`src/rtl/eight_bit_wallace_acc_pkg.sv`:
```
// Shared types and sizes for the Wallace-tree product accumulator.
package eight_bit_wallace_acc_pkg;

    typedef enum logic [1:0] {
        IDLE  = 2'd0,
        ACCUM = 2'd1,
        DONE  = 2'd2
    } acc_state_t;

    localparam int PRODUCT_WIDTH     = 16;
    localparam int DEFAULT_ACC_WIDTH = 24;
    localparam int DEFAULT_ACC_COUNT = 8;
    localparam int COUNT_WIDTH       = 8;

endpackage

```
`src/rtl/eight_bit_wallace_acc_adder.sv`:
```
// Combinational ripple-carry adder for the accumulator, built from 1-bit full adders.
module one_bit_full_adder (
    input  logic a,
    input  logic b,
    input  logic cin,
    output logic sum,
    output logic cout
);
    assign sum  = a ^ b ^ cin;
    assign cout = (a & b) | (cin & (a ^ b));
endmodule

module eight_bit_wallace_acc_adder
    import eight_bit_wallace_acc_pkg::*;
#(
    parameter int ACC_WIDTH = DEFAULT_ACC_WIDTH
) (
    input  logic [ACC_WIDTH-1:0] a,
    input  logic [ACC_WIDTH-1:0] b,
    output logic [ACC_WIDTH-1:0] sum,
    output logic                 carry_out
);
    logic [ACC_WIDTH:0] carry;

    assign carry[0] = 1'b0;

    for (genvar i = 0; i < ACC_WIDTH; i++) begin : g_bit
        one_bit_full_adder u_fa (
            .a   (a[i]),
            .b   (b[i]),
            .cin (carry[i]),
            .sum (sum[i]),
            .cout(carry[i+1])
        );
    end

    // The final carry feeds both the sticky overflow flag and saturation.
    assign carry_out = carry[ACC_WIDTH];
endmodule

```
`src/rtl/eight_bit_wallace_product_accumulator.sv`:
```
// Frames up to ACC_COUNT 16-bit products into an ACC_WIDTH-bit sum with valid/ready on both sides.
// Define ACC_SATURATE_EN to clamp the sum at all-ones on carry-out instead of wrapping.
module eight_bit_wallace_product_accumulator
    import eight_bit_wallace_acc_pkg::*;
#(
    parameter int ACC_WIDTH = DEFAULT_ACC_WIDTH,
    parameter int ACC_COUNT = DEFAULT_ACC_COUNT
) (
    input  logic                     clk,
    input  logic                     rst,
    input  logic                     in_valid,
    output logic                     in_ready,
    input  logic [PRODUCT_WIDTH-1:0] in_product,
    input  logic                     in_last,
    output logic                     out_valid,
    input  logic                     out_ready,
    output logic [ACC_WIDTH-1:0]     out_sum,
    output logic [COUNT_WIDTH-1:0]   out_count,
    output logic                     out_overflow
);
    acc_state_t             state, state_n;
    logic [ACC_WIDTH-1:0]   acc, acc_n, product_ext, add_sum;
    logic                   add_carry;
    logic [COUNT_WIDTH-1:0] count, count_n, count_inc;
    logic                   overflow, overflow_n;
    logic                   in_ready_q, out_valid_q;
    logic                   accept;

    assign product_ext = ACC_WIDTH'(in_product);
    assign accept      = in_valid & in_ready_q;
    assign count_inc   = count + COUNT_WIDTH'(1);

    eight_bit_wallace_acc_adder #(
        .ACC_WIDTH(ACC_WIDTH)
    ) u_adder (
        .a        (acc),
        .b        (product_ext),
        .sum      (add_sum),
        .carry_out(add_carry)
    );

    always_comb begin
        state_n    = state;
        acc_n      = acc;
        count_n    = count;
        overflow_n = overflow;
        case (state)
            IDLE: begin
                if (accept) begin
                    acc_n      = product_ext;
                    count_n    = COUNT_WIDTH'(1);
                    overflow_n = 1'b0;
                    state_n    = (in_last || ACC_COUNT == 1) ? DONE : ACCUM;
                end
            end
            ACCUM: begin
                if (accept) begin
                    acc_n = add_sum;
`ifdef ACC_SATURATE_EN
                    if (add_carry) acc_n = '1;
`endif
                    count_n    = count_inc;
                    overflow_n = overflow | add_carry;
                    if (in_last || count_inc == COUNT_WIDTH'(ACC_COUNT)) state_n = DONE;
                end
            end
            DONE: begin
                if (out_ready) begin
                    state_n    = IDLE;
                    acc_n      = '0;
                    count_n    = '0;
                    overflow_n = 1'b0;
                end
            end
            default: state_n = IDLE;
        endcase
    end

    // Handshake flags are registered from next state so out_ready never reaches in_ready combinationally.
    always_ff @(posedge clk or posedge rst) begin
        if (rst) begin
            state       <= IDLE;
            acc         <= '0;
            count       <= '0;
            overflow    <= 1'b0;
            in_ready_q  <= 1'b1;
            out_valid_q <= 1'b0;
        end else begin
            state       <= state_n;
            acc         <= acc_n;
            count       <= count_n;
            overflow    <= overflow_n;
            in_ready_q  <= (state_n != DONE);
            out_valid_q <= (state_n == DONE);
        end
    end

    assign in_ready     = in_ready_q;
    assign out_valid    = out_valid_q;
    assign out_sum      = acc;
    assign out_count    = count;
    assign out_overflow = overflow;
endmodule

```
`config.mk`:
```
export PLATFORM = sky130hd
export DESIGN_NAME = eight_bit_wallace_product_accumulator
export DESIGN_NICKNAME = d
export VERILOG_FILES = /design/src/rtl/eight_bit_wallace_acc_pkg.sv /design/src/rtl/eight_bit_wallace_acc_adder.sv /design/src/rtl/eight_bit_wallace_product_accumulator.sv
export SDC_FILE = /design/constraint.sdc
export NUM_CORES = 1
export LEC_CHECK = 0
export CAP_MARGIN = 0
export CORE_UTILIZATION = 42
export DETAILED_ROUTE_END_ITERATION = 7
export PLACE_DENSITY_LB_ADDON = 0.1
export SYNTH_ARGS = -nofsm -noshare
export SYNTH_HDL_FRONTEND = slang
export SYNTH_SLANG_ARGS = --single-unit
```
`constraint.sdc`:
```
create_clock -name clk -period 9.37 [get_ports clk]
set_input_delay 1.4055 -clock clk [delete_from_list [all_inputs] [get_ports clk]]
set_output_delay 1.4055 -clock clk [all_outputs]
set_load 0.1 [all_outputs]
```
==> results.cfg, run 1 <==
[synthesis]
async_flop_share = 1.000
synth_top_family_by_area = adder cells
synthTopCellsByArea = dfrtp_1 34%, fa_1 11%, buf_4 7.2%
ys.flop_type = dfrtp_1
avgSynthCellArea_um2 = 9.262
synth_compound_area_frac = 0.1604
ys_ff_latch = 37
synth_enable_flop_cells = 0
synth_top_area_frac = 0.3437
synth_fa_ha_area_frac = 0.1814
synthCells = 283
seq_area_frac_synth = 0.3537
ys_warn_count = 0
synth_nets = 333
yosysTopAreaCell = dfrtp_1
synth_area_um2 = 2621
synth_mux_area_frac = 0
synth.most_common_cell = nand2_1
synth_cell_type_count = 44
synthSimpleGateAreaFrac = 0.1551
synth_common_cells = 43 x nand2_1, 36 x dfrtp_1, 34 x inv_1, 25 x buf_4, 21 x o21ai_0
synthXorXnorAreaFrac = 0.003341

[route]
firstDrtPassIters = 4
drtAntennaViolNets = 0
vias = 2015
drt-wirelength-per-cell_um = 13.50
wirelength_um = 5210
drt_iter0_drc = 124
drc = 0
via_per_inst = 5.220

[floorplanning]
fp.dieW_um = 81
die_h_um = 81
die_area_um2 = 6561
core_area_um2 = 5956
initial_core_util = 0.4401
pin_count = 56
rows = 28

[worst_setup_path]
startpoint_type = primary input
reg2regPathDepth = 28
cp_max_fo = 2
r2r-start = out_sum[0]
max_stage_delay_ns = 0.50
critPathArrivalTime_ns = 9.16
endpoint_kind = flop
rrSetupSlack_ns = 1.61
critPathSlowestCell = clkdlybuf4s50_1
cpMostUsedCell = fa_1
path_class = primary input to flop
r2r-end = out_sum[23]
worstPathRequired_ns = 9.56

[cts]
cts_tree = done
cts_setup_buffers = 0
cts_resized = 0
clkSinkCount = 37
insertion_delay_ns = 0.29
clk_pin_slew_ns = 0.08
cts-buffers-inserted = 5
clockBufferDepth = 2
postCtsHoldBufs = 0
cts_root_buf = clkbuf_8
htreeDepth = 2

[timing]
max_freq_ghz = 0.1114
finClkSkew_ns = 0.004251
layout_min_cycle_time_ns = 8.975
max_slew_margin = 0.3183
finalHoldViolations = 0
fin_tns_setup_ns = 0
fin_crit_sh = 0.9578
setup_viol = 0
worst_slew_pin_slew_ns = 1.019
rsz0062_at_grt = no
worst_slack_ns = 0.3950
final-max-slew-violation-count = 0

[outcome]
status = finished, final reports clean

[hold_path]
hp-start = out_sum[21]
holdPathStages = 2
hold_class = flop to flop
holdPathEnd = out_sum[21]

[grt]
grt-ovfl-total = 0
grt_pass1_vias = 1885
grtUsageMet3 = 0.03820
grt_use_total = 0.1831
use_met2 = 0.2748
grt_max_degree = 45
grt_pass1_wl_um = 9073
antenna_found_initial = 0
top_usage_layer = met2
use_met1 = 0.2582

[pwr]
power_density_nw_per_um2 = 355.6
ir_drop_mv = 0.1942
p_leak_uw = 0.001419

[place]
io_buffers = 55
place_ws_ns = 0.02864
dp_hpwl_um = 3754
gp_congestion = 0.7443

[run]
drv_cap = 0

[finish]
nets = 360
synthToLayoutAreaGrowth_pct = 20.62
drive_gt1_frac = 0.06431
diodes = 0
-- report_power, final --
part	leakage (uW)	total [uW]	internal, uW	switching, uW
combinational	0.000867	717	198	519
clock	0.0000681	168	106	61.8
sequential	0.000484	239	205	33.8
total	0.00142	1120	510	615
-- final cells by class --
class	instances	area [um2]
multi-input combinational	175	1314
sequential	37	927.1
fill	576	2794
inverter	34	127.6
clock inverter	3	65.06
clock buffer	5	68.82
tap	75	93.84
timing repair buffer	57	565.5
-- through the flow --
stage,hold WS [ns],cells,total power (uW),utilization,instance area (um2)
floorplan,0.4653,283,863.9,-,2621
global placement,0.4927,378,954.0,0.5080,3025
detailed placement,0.4980,378,961.5,0.5080,3025
CTS,0.5189,386,1131,0.5305,3159
global route,0.5467,386,1210,0.5309,3162
finish,0.5106,386,1124,0.5309,3162
-- sequential cells by signal (all words and copies together) (netlist names) --
name          flops
state             2
out_sum          24
out_valid         1
in_ready          1
out_overflow      1
out_count         8
-- critical path: cells and delay by family --
kind                     cells  cell delay [ns]
AND/OR/NAND/NOR              2             0.12
buffers and inverters        3             0.62
adder cells (fa/ha/maj)     24             7.01
-- per-layer routing --
metal,routed length (um),up-vias
met5,0,-
met4,89,0
met3,180,6
met2,2347,50
met1,2593,978
li1,-,981
-- kinds of logic after synthesis --
group,after synthesis
AND/OR/NAND/NOR,85
buffers and inverters,71
AO/OA/AOI/OAI,60
flip-flops,37
adder cells (fa/ha/maj),29
XOR/XNOR,1
-- worst max path at each step --
| stage | cells past startpoint | end | from | slack (ns) |
|---|---|---|---|---|
| floorplan | 28 | out_sum[23] | in_product[0] | 0.81 |
| global placement | 29 | out_sum[23] | in_product[0] | 0.11 |
| detailed placement | 29 | out_sum[23] | in_product[0] | 0.03 |
| CTS | 29 | out_sum[23] | in_product[0] | 0.33 |
| global route | 29 | out_sum[23] | in_product[0] | 0.03 |
| finish | 29 | out_sum[23] | in_product[0] | 0.40 |
-- layout by cell type (no fill, tap or decap), types with 2 or more instances in the layout --
master           Yosys  layout
a31o_1               2       2
o31ai_1              3       3
nand2b_1             2       2
nand2_1             43      43
a41oi_1              2       2
and2_1               4       4
nor2_1               9       9
inv_1               34      34
clkdlybuf4s50_1      0      55
o22ai_1             14      14
ha_1                14      14
o21ai_0             21      21
fa_1                15      14
a21oi_1              2       2
clkbuf_8             0       5
dfrtp_1             36      36
nand3_1             14      14
or3_1                2       2
o211ai_1             2       2
a211o_1              2       2
buf_4               25       2
bufinv_16            0       2
nand3b_1             2       2
a31oi_1              2       2
a221oi_1             2       2
Note: power is estimated with default switching activity, not from simulation.
==> run 2, diff against run 1 <==
Settings changed: CORE_MARGIN set to 2.
==> run 2 against run 1 <==
Compared with the run above: core utilization fell by 1.2 points; setup slack got worse by 0.025 ns; via count fell by 3.0%; clock skew rose by 0.0063 ns; total power fell by 4.9%; sequential share of layout area rose by 0.48 points; hold slack got worse by 0.0012 ns; maximum frequency fell by 0.27%; clock power fell by 35%; routed wire length rose by 0.79%; global-route usage fell by 2.4 points; count of clock-buffer cells in the layout rose by 1.
==> results.cfg, run 2 (synthesis results as in run 1) <==
[outcome]
status = finished, final reports clean

[cts]
clkSinkCount = 37
clk_pin_slew_ns = 0.08
insertion_delay_ns = 0.29
htreeDepth = 2
clockBufferDepth = 2
cts_setup_buffers = 0
cts_root_buf = clkbuf_8
cts_tree = done
cts-buffers-inserted = 5

[finish]
final_cell_mix = 55 x clkdlybuf4s50_1, 43 x nand2_1, 36 x dfrtp_1
fillerInstances = 584
drive_gt1_frac = 0.06109
fin_cells = 386
nets = 360
ff_latch_area_um2 = 927.1
multi_input_area_um2 = 1314
fin_area_um2 = 3110
layout_commonest_cell = clkdlybuf4s50_1
fin_util = 0.5192
largest_reg_flops = 24
diodes = 0
synthToLayoutAreaGrowth_pct = 18.66

[floorplanning]
die_h_um = 83
die_area_um2 = 6889
pin_count = 56
fp.dieW_um = 83
rows = 28
core_area_um2 = 5991
initial_core_util = 0.4376

[worst_setup_path]
path_class = primary input to flop
worstPathRequired_ns = 9.56
startpoint_type = primary input
max_stage_delay_ns = 0.49
endpoint_kind = flop
critPathSlowestCell = clkdlybuf4s50_1
cpMostUsedCell = fa_1
cp_max_fo = 2
critPathArrivalTime_ns = 9.19

[route]
drtAntennaViolNets = 0
dr_wl_met3_um = 226
via_per_inst = 5.062
highest_layer = met4
firstDrtPassIters = 4
drt_iter0_drc = 81
wirelength_um = 5251
drt-wirelength-per-cell_um = 13.60
vias = 1954
drc = 0
wl_met1_um = 2550
met2_length_um = 2388

[place]
io_buffers = 55
gp_congestion = 0.8982
dp_hpwl_um = 3832
place_inst = 378
detailed_place.area_um2 = 3025
place_ws_ns = -0.03138

[timing]
max_freq_ghz = 0.1111
finalHoldViolations = 0
hold_slack_ns = 0.5094
layout_min_cycle_time_ns = 9.000
worst_slack_ns = 0.3703
worst_slew_pin_slew_ns = 0.9919
finClkSkew_ns = 0.01057
rsz0062_at_grt = no
max_slew_margin = 0.3367
final-max-slew-violation-count = 0
setup_viol = 0
fin_crit_sh = 0.9605

[grt]
grt_max_degree = 45
grt_pass1_vias = 1931
grt_use_total = 0.1592
antenna_found_initial = 0
grt_pass1_wl_um = 9052
grt-ovfl-total = 0

[hold_path]
hold_class = flop to flop

[run]
drv_cap = 0

[pwr]
ir_drop_mv = 0.1705
p_leak_uw = 0.001396
power_density_nw_per_um2 = 343.8
## run 2: changes by cell type in the layout (fill, tap and decap cells not counted)
| cell | change |
|---|---|
| bufinv_16 | -2 |
| clkbuf_1 | +1 |
| clkinv_2 | +1 |
## run 2: where the power goes
| group | leakage, uW | internal (uW) | switching (uW) |
|---|---|---|---|
| logic | 0.000867 | 200 | 519 |
| clock network | 0.0000450 | 51.6 | 58.4 |
| registers | 0.000484 | 206 | 34.4 |
| total | 0.00140 | 457 | 612 |
## run 2: critical path: cells and delay by family
kind,cells,cell delay [ns]
buffers and inverters,3,0.62
adders and majority gates,24,7.04
and+or+nand+nor,2,0.12
## run 2: path summary, 6_finish.rpt
path | startpoint | to | slack (ns) | cells past startpoint
worst max register to register | out_sum[0] | out_sum[23] | 1.60 | 28
max in group asynchronous | rst | in_ready | 7.49 | 3
worst max-delay path | in_product[0] | out_sum[23] | 0.37 | 29
min in group asynchronous | rst | out_sum[4] | 1.53 | 3
worst min-delay path | out_sum[16] | out_sum[16] | 0.51 | 2
worst min register to register | out_sum[16] | out_sum[16] | 0.51 | 2
## run 2: timing repair
item / in CTS / in global routing
resized for setup: 0 / 1
hold buffers: 0 / 0
endpoints found under the setup margin: 0 / 1
## run 2: cell type report
cell class                 instances  area share
clock buffer                       6     0.02333
multi-input combinational        175      0.4224
tap                               75     0.03017
inverter                          34     0.04103
sequential                        37      0.2981
timing repair buffer              57      0.1818
clock inverter                     2    0.003218
## run 2: per-layer routing
metal	vias up	GRT usage
met4	0	0.05365
li1	986	-
met1	921	0.2200
met3	10	0.03777
met5	-	0
met2	37	0.2463
## run 2: metrics by stage
| step | total power (uW) | setup TNS, ns |
|---|---|---|
| after floorplan | 863.9 | 0 |
| after global placement | 956.3 | 0 |
| after detailed placement | 963.9 | -0.03138 |
| after CTS | 1079 | 0 |
| after global routing | 1149 | 0 |
| final | 1069 | 0 |
